<file path="src/rtl/mips_ctrl_pkg.sv">
// Shared encodings for the multicycle MIPS control FSM: opcodes, ALU operation
// classes, state encoding and the control output bundle.
package mips_ctrl_pkg;

  localparam logic [5:0] OP_RTYPE = 6'b000000;
  localparam logic [5:0] OP_LW    = 6'b100011;
  localparam logic [5:0] OP_SW    = 6'b101011;
  localparam logic [5:0] OP_BEQ   = 6'b000100;
  localparam logic [5:0] OP_ADDI  = 6'b001000;
  localparam logic [5:0] OP_J     = 6'b000010;

  localparam logic [1:0] ALUOP_ADD   = 2'b00;
  localparam logic [1:0] ALUOP_SUB   = 2'b01;
  localparam logic [1:0] ALUOP_FUNCT = 2'b10;

  typedef enum logic [3:0] {
    FETCH   = 4'd0,
    DECODE  = 4'd1,
    MEMADR  = 4'd2,
    MEMRD   = 4'd3,
    MEMWB   = 4'd4,
    MEMWR   = 4'd5,
    EXECUTE = 4'd6,
    ALUWB   = 4'd7,
    BRANCH  = 4'd8,
    ADDIEX  = 4'd9,
    ADDIWB  = 4'd10,
    JUMP    = 4'd11
  } ctrl_state_t;

  typedef struct packed {
    logic       iord;
    logic       mem_write;
    logic       ir_write;
    logic       reg_dst;
    logic       mem_to_reg;
    logic       reg_write;
    logic       alu_src_a;
    logic [1:0] alu_src_b;
    logic [1:0] alu_op;
    logic [1:0] pc_src;
    logic       branch;
    logic       pc_write;
  } ctrl_out_t;

  function automatic logic is_legal_op(input logic [5:0] op);
    return (op == OP_RTYPE) || (op == OP_LW) || (op == OP_SW) ||
           (op == OP_BEQ) || (op == OP_ADDI) || (op == OP_J);
  endfunction

endpackage

</file>
<file path="src/rtl/ctrl_output_decode.sv">
// Moore output table: maps the current control state to every datapath
// enable and select. Unused encodings decode to all zeros.
module ctrl_output_decode
  import mips_ctrl_pkg::*;
(
  input  ctrl_state_t state,
  output ctrl_out_t   ctrl
);

  always_comb begin
    ctrl = '0;
    case (state)
      FETCH: begin
        ctrl.ir_write  = 1'b1;
        ctrl.alu_src_b = 2'b01;
        ctrl.alu_op    = ALUOP_ADD;
        ctrl.pc_src    = 2'b00;
        ctrl.pc_write  = 1'b1;
      end
      DECODE: begin
        ctrl.alu_src_b = 2'b11;
        ctrl.alu_op    = ALUOP_ADD;
      end
      MEMADR: begin
        ctrl.alu_src_a = 1'b1;
        ctrl.alu_src_b = 2'b10;
        ctrl.alu_op    = ALUOP_ADD;
      end
      MEMRD: ctrl.iord = 1'b1;
      MEMWB: begin
        ctrl.mem_to_reg = 1'b1;
        ctrl.reg_write  = 1'b1;
      end
      MEMWR: begin
        ctrl.iord      = 1'b1;
        ctrl.mem_write = 1'b1;
      end
      EXECUTE: begin
        ctrl.alu_src_a = 1'b1;
        ctrl.alu_src_b = 2'b00;
        ctrl.alu_op    = ALUOP_FUNCT;
      end
      ALUWB: begin
        ctrl.reg_dst   = 1'b1;
        ctrl.reg_write = 1'b1;
      end
      BRANCH: begin
        ctrl.alu_src_a = 1'b1;
        ctrl.alu_src_b = 2'b00;
        ctrl.alu_op    = ALUOP_SUB;
        ctrl.pc_src    = 2'b01;
        ctrl.branch    = 1'b1;
      end
      ADDIEX: begin
        ctrl.alu_src_a = 1'b1;
        ctrl.alu_src_b = 2'b10;
        ctrl.alu_op    = ALUOP_ADD;
      end
      ADDIWB: ctrl.reg_write = 1'b1;
      JUMP: begin
        ctrl.pc_src   = 2'b10;
        ctrl.pc_write = 1'b1;
      end
      default: ctrl = '0;
    endcase
  end

endmodule

</file>
<file path="src/rtl/multicycle_controller.sv">
// Main control FSM for the multicycle MIPS datapath: state register,
// opcode-driven next-state logic and the PC enable gate.
module multicycle_controller
  import mips_ctrl_pkg::*;
(
  input  logic       clk,
  input  logic       reset,
  input  logic [5:0] Op,
  input  logic       Zero,
  output logic       IorD,
  output logic       MemWrite,
  output logic       IRWrite,
  output logic       RegDst,
  output logic       MemtoReg,
  output logic       RegWrite,
  output logic       ALUSrcA,
  output logic [1:0] ALUSrcB,
  output logic [1:0] ALUOp,
  output logic [1:0] PCSrc,
  output logic       PCEn,
  output logic       IllegalOp,
  output logic [3:0] State
);

  ctrl_state_t state_q;
  ctrl_state_t state_d;
  ctrl_out_t   ctrl_raw;
  ctrl_out_t   ctrl;

  always_comb begin
    state_d = FETCH;
    case (state_q)
      FETCH: state_d = DECODE;
      DECODE: begin
        case (Op)
          OP_LW, OP_SW: state_d = MEMADR;
          OP_RTYPE:     state_d = EXECUTE;
          OP_BEQ:       state_d = BRANCH;
          OP_ADDI:      state_d = ADDIEX;
          OP_J:         state_d = JUMP;
          default:      state_d = FETCH;
        endcase
      end
      // Op is held in the IR here, so only lw and sw can reach this state.
      MEMADR:  state_d = (Op == OP_LW) ? MEMRD : MEMWR;
      MEMRD:   state_d = MEMWB;
      EXECUTE: state_d = ALUWB;
      ADDIEX:  state_d = ADDIWB;
      default: state_d = FETCH;
    endcase
  end

  always_ff @(posedge clk) begin
    if (reset) state_q <= FETCH;
    else       state_q <= state_d;
  end

  ctrl_output_decode u_decode (
    .state (state_q),
    .ctrl  (ctrl_raw)
  );

  // Reset masks every output so an aborted instruction cannot write anything.
  assign ctrl      = reset ? '0 : ctrl_raw;
  assign IorD      = ctrl.iord;
  assign MemWrite  = ctrl.mem_write;
  assign IRWrite   = ctrl.ir_write;
  assign RegDst    = ctrl.reg_dst;
  assign MemtoReg  = ctrl.mem_to_reg;
  assign RegWrite  = ctrl.reg_write;
  assign ALUSrcA   = ctrl.alu_src_a;
  assign ALUSrcB   = ctrl.alu_src_b;
  assign ALUOp     = ctrl.alu_op;
  assign PCSrc     = ctrl.pc_src;
  assign PCEn      = ctrl.pc_write | (ctrl.branch & Zero);
  assign IllegalOp = !reset && (state_q == DECODE) && !is_legal_op(Op);
  assign State     = reset ? 4'd0 : state_q;

endmodule

</file>
<file path="config.mk">
export PLATFORM = sky130hd
export DESIGN_NAME = multicycle_controller
export DESIGN_NICKNAME = d
export VERILOG_FILES = /design/src/rtl/mips_ctrl_pkg.sv /design/src/rtl/ctrl_output_decode.sv /design/src/rtl/multicycle_controller.sv
export SDC_FILE = /design/constraint.sdc
export NUM_CORES = 1
export LEC_CHECK = 0
export CAP_MARGIN = 0
export CORE_MARGIN = 5
export CORE_UTILIZATION = 36
export DETAILED_ROUTE_END_ITERATION = 12
export PLACE_DENSITY = 0.78
export SYNTH_ARGS = -nofsm -noshare
export SYNTH_HDL_FRONTEND = slang
export SYNTH_SLANG_ARGS = --single-unit
</file>
<file path="constraint.sdc">
create_clock -name clk -period 1.6 [get_ports clk]
set_input_delay 0.32 -clock clk [delete_from_list [all_inputs] [get_ports clk]]
set_output_delay 0.32 -clock clk [all_outputs]
set_load 0.01 [all_outputs]
</file>
# --- Yosys cells after proc, flatten, opt, wreduce, memory -nomap -nowiden ---
# Index checks and enable logic that the tools add are counted.
# W data, S select, Z words.
word_totals:
  ff_bits: 4
  input_bits: 9
  output_inout_bits: 19
  elab_cells: 52
classes:
  n_eq_ne: 16
  mux: 16
  bitwise_logic: 2
  n_reduce_logical: 17
ops:
  columns: ["cell", "n"]
  rows:
  - ["$pmux W4 S5", 2]
  - ["$pmux W4 S6", 1]
  - ["$eq A4 B3 Y1 const B", 4]
  - ["$eq A4 B4 Y1 const B", 4]
  - ["$mux W15", 1]
  - ["$eq A6 B6 Y1 const B", 2]
  - ["$mux W1", 9]
  - ["$eq A4 B2 Y1 const B", 2]
  - ["$reduce_or A2 Y1", 4]
  - ["$eq A6 B2 Y1 const B", 1]
  - ["$eq A6 B3 Y1 const B", 1]
  - ["$eq A6 B4 Y1 const B", 1]
  - ["$logic_not A6 Y1", 1]
  - ["$logic_or A1 B1 Y1", 5]
  - ["$eq A4 B1 Y1 const B", 1]
  - ["$logic_not A4 Y1", 1]
  - ["$mux W4", 1]
  - ["$pmux W2 S2", 1]
  - ["$reduce_or A4 Y1", 1]
  - ["$mux W3", 1]
  - ["$reduce_or A3 Y1", 1]
  - ["$logic_and A1 B1 Y1", 2]
  - ["$logic_not A1 Y1", 2]
  - ["$and A1 B1 Y1", 1]
  - ["$or A1 B1 Y1", 1]

# --- Logic depth before layout (Yosys ltp) ---
logic_depth:
  word_depth: 8
  mapped_depth: 5
  depth_no_buf: 4

# --- By module ---
# Synthesis repeated with hierarchy kept, for this count alone.
unflattened:
  cells_unflattened: 88
  hier_area_um2: 615.6
by_module_without_submodules:
  columns: ["module", "n_inst", "cells_per_inst", "area_per_inst_um2", "seq_area_each_um2"]
  rows:
  - ["multicycle_controller", 1, 58, 415.4, 80.1]
  - ["ctrl_output_decode", 1, 30, 200.2, 0.0]

# --- Least setup slack after synthesis ---
# Ideal clock, no wire load.
synth_path:
  path_kind: "reg-to-output"
  start: "register state_q[0]"
  end: "output port ALUSrcB[1]"
  arrival_time_ns: 1.169
  slack_ns: 0.111
  path_stages_with_launch: 6
  path_buffers: 1
  cell_sequence: "dfxtp_1 clkbuf_1 nand2b_1 nor2_1 inv_1 a211oi_1"
synth_via:
  elab_chain_len: 4
  word_cells_on_any_way: 9
  cone_classes: "5 x eq/ne; 2 x mux; 2 x reduce/logical"
synth_rtl:
  columns: ["item", "line_no", "text"]
  rows:
  - ["start: declaration", "multicycle_controller.sv:25", "ctrl_state_t state_q;"]
  - ["start signal: assignment", "multicycle_controller.sv:55", "else state_q <= state_d;"]
  - ["$eq A4 B2 Y1 or $eq A4 B4 Y1 (tied branches)", "ctrl_output_decode.sv:12", "case (state)"]
  - ["$reduce_or A2 Y1 (no line)", null, null]
  - ["$pmux W4 S5 (*)", "ctrl_output_decode.sv:12", null]
  - ["$mux W15 (*)", "multicycle_controller.sv:64", "assign ctrl = reset ? '0 : ctrl_raw;"]
  - ["end: declaration", "multicycle_controller.sv:17", "output logic [1:0] ALUSrcB,"]
# Mark *: on every way between the ends. The rest lies on a longest branch, timed or not.

# --- Worst setup path after layout ---
layout_path:
  start: "register state_q[3]"
  end: "output port RegWrite"
layout_via:
  elab_chain_len: 4
  word_cells_on_any_way: 6
  cone_classes: "3 x eq/ne; 2 x mux; 1 x reduce/logical"
layout_rtl:
  columns: ["item", "line_no", "text"]
  rows:
  - ["$eq A4 B4 Y1 or $eq A4 B3 Y1 (tied branches)", "ctrl_output_decode.sv:12", null]
  - ["$reduce_or A3 Y1 (no line) (*)", null, null]
  - ["$mux W1 (*)", "ctrl_output_decode.sv:12", null]
  - ["$mux W15 (*)", "multicycle_controller.sv:64", null]
  - ["end: declaration", "multicycle_controller.sv:15", "output logic RegWrite,"]
# Marks and branches as above.

==> results by group <==
Die
  • # rows: 13
  • Die Ht: 46.63 µm
  • Area of the core: 1285 µm²
  • Total die area: 2174 µm²
  • IO Count: 28
  • Die Width: 46.63 µm
  • Initial Utilization: 0.3759

Timing
  • Worst Tran Pin Value: 0.4250 ns
  • Setup violators final: 8
  • Period Utilization, post-route: 1.065
  • Final hold violations: 0
  • Rel. slew slack: 0.7141
  • Unrepaired setup endpoints after global routing: true
  • Slew Limit Fails: 0
  • Hold_ws: 0.5276 ns
  • Final Skew: 0.01096 ns
  • Post-layout min period: 1.705 ns
  • Final worst slack: -0.1047 ns
  • Peak Freq: 586.6 MHz

Global route
  • Initial antenna violation count: 0
  • Largest net degree at the start of global routing: 9
  • Grt ovf: 0
  • Total GRT Usage: 0.2054
  • First-pass GRT wire length: 3.174 mm
  • Vias in the first global route: 795

CTS
  • # hold bufs at CTS: 0
  • Cts bufs inserted: 3
  • CTS clk-pin slew, worst paths: 0.04 ns
  • Clock Tree Buf Depth: 2
  • TritonCTS clock tree: done
  • Clock Latency Late Sink: 0.24 ns
  • CTS sink count: 4
  • Clk root buf: clkbuf_4
  • Max H-tree Level: 1

Power and ir drop
  • Sequential share of power: 0.275
  • Static leakage: 0.5213 nW
  • Int Power: 0.2660 mW
  • Clock share of power: 0.324
  • Sw Share: 0.3146
  • Logic pwr share: 0.401
  • Pwr dens: 347.4 nW/µm²
  • Maximum vdd drop: 330.6 µV
  • Switching power: 0.1221 mW

Synthesis
  • Top FF cell, synth: dfxtp_1
  • Yosys Warn Count: 0
  • Cells after Synth: 75
  • Synth cell types: 27
  • Syn nets: 84
  • Mapped Avg Cell Area: 6.440 µm²
  • Number of synthesized flops with an enable pin: 0
  • Sequential area share after synthesis: 0.1658
  • #FFs+latches synth: 4
  • Async set or reset register ratio after synthesis: 0
  • Netlist Area Pre-Place: 483.0 µm²

Finish
  • Most common cell after layout, fill and taps aside: buf_4
  • Area Overhead vs Synth: 131.3%
  • Most flops, register: state_q
  • Most frequent cells in the layout: 29 x buf_4, 16 x buf_2, 10 x nor2_1
  • Top Registers: state_q (4)
  • Antenna cells: 0
  • Fillers: 73
  • Max reg flops: 4
  • Layout cells sized above 1: 0.6423
  • Design Area, Final: 1117 µm²
  • Nets@finish: 148

Min path
  • Hold depth: 1
  • Min-delay src: state_q[0]
  • Hold WC Path Type: reg2reg
  • Hold endpoint: state_q[0]

Setup path
  • Critical path launch point: state_q[3]
  • Crit path max fanout: 8
  • Worst EP arrival: 1.38 ns
  • Reg2reg start: state_q[1]
  • RR Endpoint: state_q[1]
  • Startpoint Class: flip-flop
  • Worst r2r path cells: 7
  • Internal reg-to-reg setup slack: 0.26 ns
  • Worst Setup End Kind: output port
  • Worst path required time: 1.28 ns
  • Critical path class: reg2out

Status
  • Failing checks: setup timing
  • Outcome: finished with violations

Run
  • Max-cap violations: 0

Placement
  • DP Area: 975.9 µm²
  • GPL Wtd Cong: 0.8268
  • Port Buf Inserts: 27
  • Final HPWL DP: 1.517 mm

Detailed routing
  • DR iter-0 viols: 21
  • WL/cell: 15.87 µm
  • TritonRoute pass-1 iters: 4
  • Post-route ant nets: 0
  • WL final: 2.412 mm
  • Routed vias/inst: 5.520
  • DRC: 0
  • Via count: 839
-- how the worst max path moves through the flow --
| stage | endpoint | slack, ns | cells past startpoint |
|---|---|---|---|
| final | RegWrite | -0.10 | 5 |
| after global routing | RegWrite | -0.17 | 5 |
| after CTS | IllegalOp | -0.14 | 4 |
| after detailed placement | IllegalOp | -0.64 | 5 |
| after global placement | MemtoReg | -0.63 | 4 |
| after floorplan | ALUSrcB[1] | 0.11 | 5 |
-- per-layer routing --
layer,wire length (µm),GRT usage,vias up
met1,892,0.2046,396
li1,-,-,398
met3,190,0.02734,4
met5,0,0,-
met2,1280,0.3929,41
met4,48,0.1215,0
-- synth_stat cells, drive strengths merged (3+ instances only) --
cell    instances  area share
or3             4       0.052
nor2           14        0.11
nor4            4       0.052
nor3            5       0.052
a21oi           4       0.041
nand3           3       0.031
inv             6       0.047
nand2b          5       0.065
o21ai           4       0.041
buf             4       0.052
dfxtp           4        0.17
a211oi          5       0.098
-- per-stage QoR --
step | setup slack, ns | cells | setup TNS (ns) | util | power (mW)
2_1_floorplan | 0.1112 | 75 | 0 | - | 0.1557
3_3_place_gp | -0.6319 | 143 | -9.831 | 0.7595 | 0.2470
3_5_place_dp | -0.6437 | 143 | -10.29 | 0.7595 | 0.2501
4_1_cts | -0.1384 | 148 | -0.2963 | 0.7790 | 0.3685
5_1_grt | -0.1690 | 152 | -0.9949 | 0.8695 | 0.4129
6_report | -0.1047 | 152 | -0.3091 | 0.8695 | 0.3881
-- power by group through the flow --
stage,Clock (mW),Sequential (mW),Combinational (mW)
after floorplan,0,0.105,0.0504
after global placement,0,0.110,0.137
after detailed placement,0,0.110,0.140
after CTS,0.123,0.108,0.138
after global routing,0.140,0.107,0.166
final,0.126,0.107,0.156
-- worst max-delay path, stage by stage, from the launching register on --
cell and delay [ns]:
dfxtp_4 0.37, or3b_1 0.39, o21ai_2 0.07, nand2_1 0.07, a21oi_2 0.12, buf_2 0.14
-- logic make-up (layout without fill, tap and decap cells) --
| logic type | count (synthesis) | after routing | share of synthesized area |
|---|---|---|---|
| flip-flops | 4 | 4 | 0.1658 |
| XOR/XNOR | 2 | 2 | 0.03628 |
| AND/OR/NAND/NOR | 38 | 38 | 0.3938 |
| AO/OA/AOI/OAI | 20 | 20 | 0.2979 |
| buffers and inverters | 11 | 73 | 0.1062 |
-- final cells by class --
class	instances	area [µm²]	share of cell area
sequential	4	95.09	0.08511
tap	15	18.77	0.01680
multi-input combinational	60	469.2	0.4199
clock buffer	3	22.52	0.02016
inverter	6	25.02	0.02240
timing repair buffer	64	486.7	0.4356
-- timing repair --
item                                    in CTS  in global routing
resized for setup                           93                 26
setup buffers                                2                  4
endpoints found under the setup margin      21                 14
pin swaps                                    3                 12
No activity file was read; power rests on OpenSTA's default activity.
